`src/rtl/pc_ctrl_pkg.sv`:
```
// Shared encodings for the PC-update control path: sequencer states,
// next-PC mux select codes, exception cause codes and the request-kind map.
package pc_ctrl_pkg;

  typedef enum logic [2:0] {
    ST_IDLE     = 3'd0,
    ST_EPC_SAVE = 3'd1,
    ST_MEM_WAIT = 3'd2,
    ST_MDR_LOAD = 3'd3,
    ST_PC_LOAD  = 3'd4
  } state_t;

  // Next-PC mux select codes.
  localparam logic [2:0] PCS_MDR    = 3'b000;
  localparam logic [2:0] PCS_ALU    = 3'b001;
  localparam logic [2:0] PCS_ALUOUT = 3'b010;
  localparam logic [2:0] PCS_CONCAT = 3'b011;
  localparam logic [2:0] PCS_EPC    = 3'b100;

  // Latched exception cause.
  localparam logic [1:0] CAUSE_NONE     = 2'd0;
  localparam logic [1:0] CAUSE_OPCODE   = 2'd1;
  localparam logic [1:0] CAUSE_OVERFLOW = 2'd2;
  localparam logic [1:0] CAUSE_DIV0     = 2'd3;

  // Request kinds from the main control unit.
  localparam logic [1:0] KIND_ALU    = 2'd0;
  localparam logic [1:0] KIND_ALUOUT = 2'd1;
  localparam logic [1:0] KIND_CONCAT = 2'd2;
  localparam logic [1:0] KIND_EPC    = 2'd3;

  // Map a request kind onto its next-PC mux select. The MDR path is never
  // reachable from a normal request; only the exception sequence uses it.
  function automatic logic [2:0] kind_to_source(input logic [1:0] kind);
    logic [2:0] src;
    case (kind)
      KIND_ALU:    src = PCS_ALU;
      KIND_ALUOUT: src = PCS_ALUOUT;
      KIND_CONCAT: src = PCS_CONCAT;
      default:     src = PCS_EPC;
    endcase
    return src;
  endfunction

endpackage

```
`src/rtl/exc_pc_sequencer.sv`:
```
// Next-PC mux controller: passes normal PC-update requests straight through
// and, on an exception, runs the EPC save / vector fetch / PC load sequence.
module exc_pc_sequencer
  import pc_ctrl_pkg::*;
#(
  parameter int unsigned MEM_LAT    = 2,
  parameter logic [31:0] VEC_OPCODE = 32'h0000_00FD,
  parameter logic [31:0] VEC_OVF    = 32'h0000_00FE,
  parameter logic [31:0] VEC_DIV0   = 32'h0000_00FF
) (
  input  logic        clk,
  input  logic        reset,
  input  logic        pc_req,
  input  logic [1:0]  pc_kind,
  input  logic        exc_opcode,
  input  logic        exc_overflow,
  input  logic        exc_div0,
  output logic [2:0]  pc_source,
  output logic        pc_write,
  output logic        epc_write,
  output logic [31:0] exc_addr,
  output logic        exc_addr_sel,
  output logic        mem_read,
  output logic        mdr_write,
  output logic [1:0]  cause,
  output logic        busy,
  output logic        exc_done
);

  localparam int unsigned CNT_W = $clog2(MEM_LAT + 1);
  localparam logic [CNT_W-1:0] CNT_LOAD = CNT_W'(MEM_LAT - 1);

  state_t           r_state;
  logic [CNT_W-1:0] r_cnt;
  logic [1:0]       r_cause;
  logic [31:0]      r_exc_addr;

  logic             w_exc_any;
  logic [1:0]       w_cause_sel;
  logic [31:0]      w_vec_sel;

  assign w_exc_any = exc_opcode | exc_overflow | exc_div0;

  // Resolve simultaneous exceptions: opcode > overflow > div0.
  always_comb begin
    // NOTE: every always_comb output gets a default first so no path leaves
    // it unassigned and a latch is never inferred.
    w_cause_sel = CAUSE_NONE;
    w_vec_sel   = '0;
    if (exc_opcode) begin
      w_cause_sel = CAUSE_OPCODE;
      w_vec_sel   = VEC_OPCODE;
    end else if (exc_overflow) begin
      w_cause_sel = CAUSE_OVERFLOW;
      w_vec_sel   = VEC_OVF;
    end else if (exc_div0) begin
      w_cause_sel = CAUSE_DIV0;
      w_vec_sel   = VEC_DIV0;
    end
  end

  // Sequencer state, memory wait counter and latched cause/vector.
  always_ff @(posedge clk) begin
    // NOTE: state registers use non-blocking assignment so every flop in this
    // block samples the pre-edge values, independent of statement order.
    if (reset) begin
      r_state    <= ST_IDLE;
      r_cnt      <= '0;
      r_cause    <= CAUSE_NONE;
      r_exc_addr <= '0;
    end else begin
      case (r_state)
        ST_IDLE: begin
          if (w_exc_any) begin
            r_state    <= ST_EPC_SAVE;
            r_cause    <= w_cause_sel;
            r_exc_addr <= w_vec_sel;
          end
        end
        ST_EPC_SAVE: begin
          r_state <= ST_MEM_WAIT;
          r_cnt   <= CNT_LOAD;
        end
        ST_MEM_WAIT: begin
          if (r_cnt == '0) begin
            r_state <= ST_MDR_LOAD;
          end else begin
            r_cnt <= r_cnt - CNT_W'(1);
          end
        end
        ST_MDR_LOAD: r_state <= ST_PC_LOAD;
        ST_PC_LOAD:  r_state <= ST_IDLE;
        default:     r_state <= ST_IDLE;
      endcase
    end
  end

  // Output decode: Moore strobes per sequence state, pass-through in IDLE.
  always_comb begin
    pc_source    = PCS_ALU;
    pc_write     = 1'b0;
    epc_write    = 1'b0;
    exc_addr_sel = 1'b0;
    mem_read     = 1'b0;
    mdr_write    = 1'b0;
    busy         = 1'b1;
    exc_done     = 1'b0;
    case (r_state)
      ST_IDLE: begin
        busy = 1'b0;
        if (pc_req) begin
          pc_source = kind_to_source(pc_kind);
        end
        // A pending exception wins over a same-cycle normal update.
        pc_write = pc_req & ~w_exc_any;
      end
      ST_EPC_SAVE: epc_write = 1'b1;
      ST_MEM_WAIT: begin
        exc_addr_sel = 1'b1;
        mem_read     = 1'b1;
      end
      ST_MDR_LOAD: begin
        exc_addr_sel = 1'b1;
        mem_read     = 1'b1;
        mdr_write    = 1'b1;
      end
      ST_PC_LOAD: begin
        pc_source = PCS_MDR;
        pc_write  = 1'b1;
        exc_done  = 1'b1;
      end
      default: busy = 1'b0;
    endcase
  end

  assign cause    = r_cause;
  assign exc_addr = r_exc_addr;

endmodule
```
`config.mk`:
```
export PLATFORM = sky130hd
export DESIGN_NAME = exc_pc_sequencer
export DESIGN_NICKNAME = d
export VERILOG_FILES = /design/src/rtl/pc_ctrl_pkg.sv /design/src/rtl/exc_pc_sequencer.sv
export SDC_FILE = /design/constraint.sdc
export NUM_CORES = 1
export LEC_CHECK = 0
export CAP_MARGIN = 20
export CORE_UTILIZATION = 37
export DETAILED_ROUTE_END_ITERATION = 10
export GPL_ROUTABILITY_DRIVEN = 0
export HOLD_SLACK_MARGIN = 0.05
export PLACE_DENSITY = 0.84
export SETUP_SLACK_MARGIN = 0.5
export SYNTH_ARGS = -nofsm -noshare
export SYNTH_HDL_FRONTEND = slang
export SYNTH_SLANG_ARGS = --single-unit
export TNS_END_PERCENT = 100
```
`constraint.sdc`:
```
create_clock -name clk -period 3.05 [get_ports clk]
set_input_delay 0.7625 -clock clk [delete_from_list [all_inputs] [get_ports clk]]
set_output_delay 0.7625 -clock clk [all_outputs]
set_load 0.02 [all_outputs]
```
Word-level counts from Yosys, hierarchy flattened
Index checks and enable logic that the tools add are counted.
Widths: inputs -> output; s select.
- bits in registers: 39
- bits of input ports: 8
- output and inout port bits: 44
- logic and storage cells: 47
- $add $sub $neg: 1
- eq/ne operators: 9
- multiplexer cells: 20
- bitwise logic cells: 4
- reduce and logical (&&, ||, !) cells: 9
- operators by type and width (cell ; count):
    $mux 8 ; 3
    $pmux 3 s4 ; 1
    $mux 3 ; 3
    $pmux 3 s3 ; 1
    $mux 2 ; 4
    $eq 3x2->1 const B ; 2
    $ne 2x2->1 const B ; 3
    $pmux 3 s2 ; 1
    $reduce_and 2->1 ; 3
    $mux 1 ; 5
    $logic_not 2->1 ; 2
    $pmux 2 s2 ; 1
    $reduce_or 4->1 ; 1
    $eq 3x1->1 const B ; 1
    $eq 3x3->1 const B ; 1
    $logic_not 3->1 ; 1
    $eq 2x1->1 const B ; 1
    $eq 2x2->1 const B ; 1
    $or 1x1->1 ; 2
    $pmux 1 s2 ; 1
    $reduce_bool 2->1 ; 1
    $reduce_or 2->1 ; 1
    $sub 2x1->2 const B ; 1
    $and 1x1->1 ; 1
    $not 1->1 ; 1

Depth between registers and ports, before layout
- depth in word-level cells: 5
- gate-level depth with buffers: 5
- mapped depth without buffers: 5

Worst setup path after synthesis
OpenSTA, ideal clock, no wires.
- path kind: input -> output
- start: input port exc_opcode
- end: output port pc_write
- arrival time: 1.465 ns
- required time: 2.288 ns
- slack: 0.823 ns
- cell stages on the path: 3
- path buffers: 0
- path through: nor3_1 > a21oi_1 > nor3_1
- cells in the longest elaborated chain, start to end: 5
- ends and longest elaborated chain (item ; line ; source):
    from (decl) ; exc_pc_sequencer.sv:15 ; input logic exc_opcode,
    $or 1x1->1 (2 in series) ; exc_pc_sequencer.sv:42 ; assign w_exc_any = exc_opcode | exc_overflow | exc_div0;
    $not 1->1 ; exc_pc_sequencer.sv:115 ; pc_write = pc_req & ~w_exc_any;
    $and 1x1->1 ; exc_pc_sequencer.sv:115 ;
    $pmux 1 s2 ; exc_pc_sequencer.sv:108 ; case (r_state)
    to (decl) ; exc_pc_sequencer.sv:19 ; output logic pc_write,
No other way between the ends.

Worst setup path after layout
- start: input port pc_kind[1]
- end: output port pc_source[1]
- cells in the longest elaborated chain, start to end: 4
- elaborated cells between the ends (all ways): 6
- ends and longest elaborated chain (item ; line ; source):
    from (decl) ; exc_pc_sequencer.sv:14 ; input logic [1:0] pc_kind,
    $eq 2x2->1, or another cell as far along ; pc_ctrl_pkg.sv:36 ; case (kind)
    $pmux 3 s3 * ; pc_ctrl_pkg.sv:36 ;
    $mux 3 * ; exc_pc_sequencer.sv:111 ; if (pc_req) begin
    $pmux 3 s2 * ; exc_pc_sequencer.sv:108 ;
    to (decl) ; exc_pc_sequencer.sv:18 ; output logic [2:0] pc_source,
Every way passes the cells marked *; elsewhere a longest branch is shown, timed or not.

==> impl_metrics.py <==
metrics = {
    "timing": {
        "finClkSkew_ns": 0.00583,
        "finalCriticalPeriod_ns": 2.48,
        "finalHoldViolCount": 0,
        "finalHoldWorstSlack_ns": 0.491,
        "rsz0062_at_grt": "no",
        "fin_crit_sh_pct": 81.4,
        "finalSetupViolCount": 0,
        "max_freq_ghz": 0.403,
        "slew_violations": 0,
    },
    "setup_path": {
        "critPathLaunchType": "input pin",
        "crit_type": "in2out",
        "crit_path_end_kind": "output pin",
        "cp_data_arrival_time_ns": 1.72,
        "cpPeakStageDelay_ns": 0.45,
        "startpoint": "pc_kind[1]",
        "critPathSlowestCell": "clkdlybuf4s50_1",
        "crit_required_ns": 2.29,
        "path_cells": "clkdlybuf4s50_1 > ha_1 > and3_1 > buf_2",
        "path_max_fanout": 1,
        "r2r_start": "r_cnt[0]",
    },
    "global_routing": {
        "grt_max_degree": 15,
        "grt_pass1_vias": 444,
        "overflow": 0,
        "grt_first_pass_wirelength_um": 1900,
        "antenna_found_initial": 0,
        "grt_use_total_pct": 12.5,
    },
    "floorplan": {
        "start_util_pct": 41.5,
        "fp-row-count": 15,
        "coreArea_sq_um": 1800,
        "ios": 52,
        "fp.dieW_um": 47.0,
        "dieArea_sq_um": 2210,
        "die_h_um": 47.0,
    },
    "power": {
        "internal_power_uw": 279,
        "power_frac_clock_pct": 17.7,
        "power_leakage_nw": 0.426,
        "power_switching_uw": 199,
        "p_comb_share_pct": 50.8,
        "ir_worst_vdd_v": 0.000178,
        "sw_frac_of_total_pct": 41.7,
        "p_seq_share_pct": 31.5,
        "power.density_nw_per_um2": 531,
    },
    "min_path": {
        "hold_class": "reg2reg",
        "worstHoldStart": "exc_addr[1]",
    },
    "detailed_routing": {
        "vias": 578,
        "drc": 0,
        "drt_wl_total_um": 1320,
        "wl_per_cell_um": 9.94,
        "viasPerCell": 4.35,
        "ant_nets": 0,
        "firstDrtPassIters": 4,
        "drtIter0Drc": 5,
    },
    "synthesis": {
        "netlist_area_sq_um": 748,
        "ys_seq_area_share_pct": 21.4,
        "avgSynthCellArea_sq_um": 8.41,
        "ys.warnings.count": 0,
        "yosys.cell_types.count": 32,
        "ys_ff_latch": 8,
        "syn_inst": 89,
    },
    "cts": {
        "ctsRootBufferMaster": "clkbuf_4",
        "clock_sinks": 8,
        "htree_levels": 1,
        "cts_tree": "built",
        "post_cts_buffers": 0,
        "clockBufferDepth": 2,
        "clkTransAtPathRegs_ns": 0.06,
        "clock_latency_ns": 0.26,
        "numCtsBuffers": 3,
    },
    "layout": {
        "nets": 120,
        "fin_area_sq_um": 901,
        "utilization_pct": 50.0,
        "mostFrequentLayoutCells": "24 x conb_1, 18 x clkdlybuf4s50_1, 6 x a21oi_1, 5 x dfxtp_1",
        "area_growth_pct": 20.4,
        "drive_gt1_share_pct": 17.6,
        "final_common_cell": "conb_1",
        "n_antenna_cell": 0,
    },
    "place": {
        "dp_hpwl_um": 1030,
        "io_buffers": 27,
        "dpl_cell_area_sq_um": 883,
    },
    "job": {
        "max_cap_viol_count": 0,
    },
    "run_status": {
        "outcome": "finished clean",
    },
}
-- Yosys cell counts --
library cell  count  area, sq um
a221oi_1          1         8.76
and3_1            2         12.5
nor2_1            4         15.0
nand4bb_1         1         11.3
inv_1             4         15.0
nor3_2            1         10.0
or2_1             1         6.26
and2b_1           1         7.51
nor3_1            4         20.0
and2b_4           1         10.0
a311oi_1          1         8.76
buf_6             1         11.3
o21a_1            2         15.0
a221oi_2          1         15.0
ha_1              2         25.0
nand2b_1          1         6.26
a21oi_1           6         30.0
nor2b_1           1         6.26
nor4_1            1         6.26
o21bai_2          1         11.3
and2_1            1         6.26
buf_4            33          248
mux2_4            1         15.0
clkbuf_1          1         3.75
nor3_4            1         16.3
or3_1             2         12.5
nor3b_2           1         12.5
buf_2             1         5.00
xnor2_1           1         8.76
dfxtp_1           8          160
conb_1            1         3.75
o21ai_1           1         5.00
-- power groups by stage --
stage / sequential, mW / clock [mW] / combinational [mW]
6_report: 0.150 / 0.0848 / 0.243
4_1_cts: 0.151 / 0.0837 / 0.245
2_1_floorplan: 0.145 / 0 / 0.205
3_3_place_gp: 0.151 / 0 / 0.242
5_1_grt: 0.155 / 0.0916 / 0.262
3_5_place_dp: 0.152 / 0 / 0.248
-- stage by stage --
step / TNS, ns / total power, mW / std cells / setup WS, ns
after floorplan: 0 / 0.350 / 112 / 0.823
after global placement: -0.0250 / 0.393 / 130 / -0.0250
after detailed placement: -0.0377 / 0.400 / 130 / -0.0377
after CTS: 0 / 0.480 / 133 / 0.476
after global routing: 0 / 0.508 / 133 / 0.525
final: 0 / 0.478 / 133 / 0.567
-- kinds of logic (layout without fill, tap and decap cells) --
kind of cell	count (synthesis)	in the layout	share of synthesized area [%]
adder cells (fa/ha/maj)	2	2	3.34
buffers and inverters	40	36	37.8
flip-flops	8	8	21.4
AO/OA/AOI/OAI	13	13	12.5
XOR/XNOR	1	1	1.17
other	1	24	0.501
AND/OR/NAND/NOR	23	23	21.2
multiplexers	1	1	2.01
-- final cells by class --
class,count,area (sq um)
Timing Repair Buffer,29,277
Clock buffer,3,22.5
Sequential cell,8,164
Tap cell,25,31.3
Fill cell,182,901
Inverter,4,15.0
Multi-Input combinational cell,64,392
-- routing by layer --
layer	track usage [%]	part of all wire, %
met1	13.7	39
met2	21.7	51
met3	3.46	9.4
met4	6.86	1.4
met5	0	0
-- flip-flops by register name (all words and copies together) (netlist names) --
name,flops
exc_addr,2
r_state,3
cause,1
r_cnt,2
-- critical path, delay by kind of cell --
family	cells	cell delay, ns
buffers and inverters	2	0.60
adder cells (fa/ha/maj)	1	0.22
AND/OR/NAND/NOR	1	0.14
-- worst paths after layout --
| kind | cells past startpoint | endpoint | slack [ns] |
|---|---|---|---|
| setup / recovery | 4 | pc_source[1] | 0.57 |
| hold / removal | 2 | exc_addr[1] | 0.49 |
| setup reg to reg | 5 | r_cnt[0] | 1.74 |
| hold reg to reg | 2 | exc_addr[1] | 0.49 |
-- timing repair --
action	4_1_cts	5_1_grt
endpoints found under the setup margin	7	4
gates cloned	0	0
hold buffers	0	0
gates resized for setup	23	4
pin swaps	0	3
(Power assumes the default switching activity.)
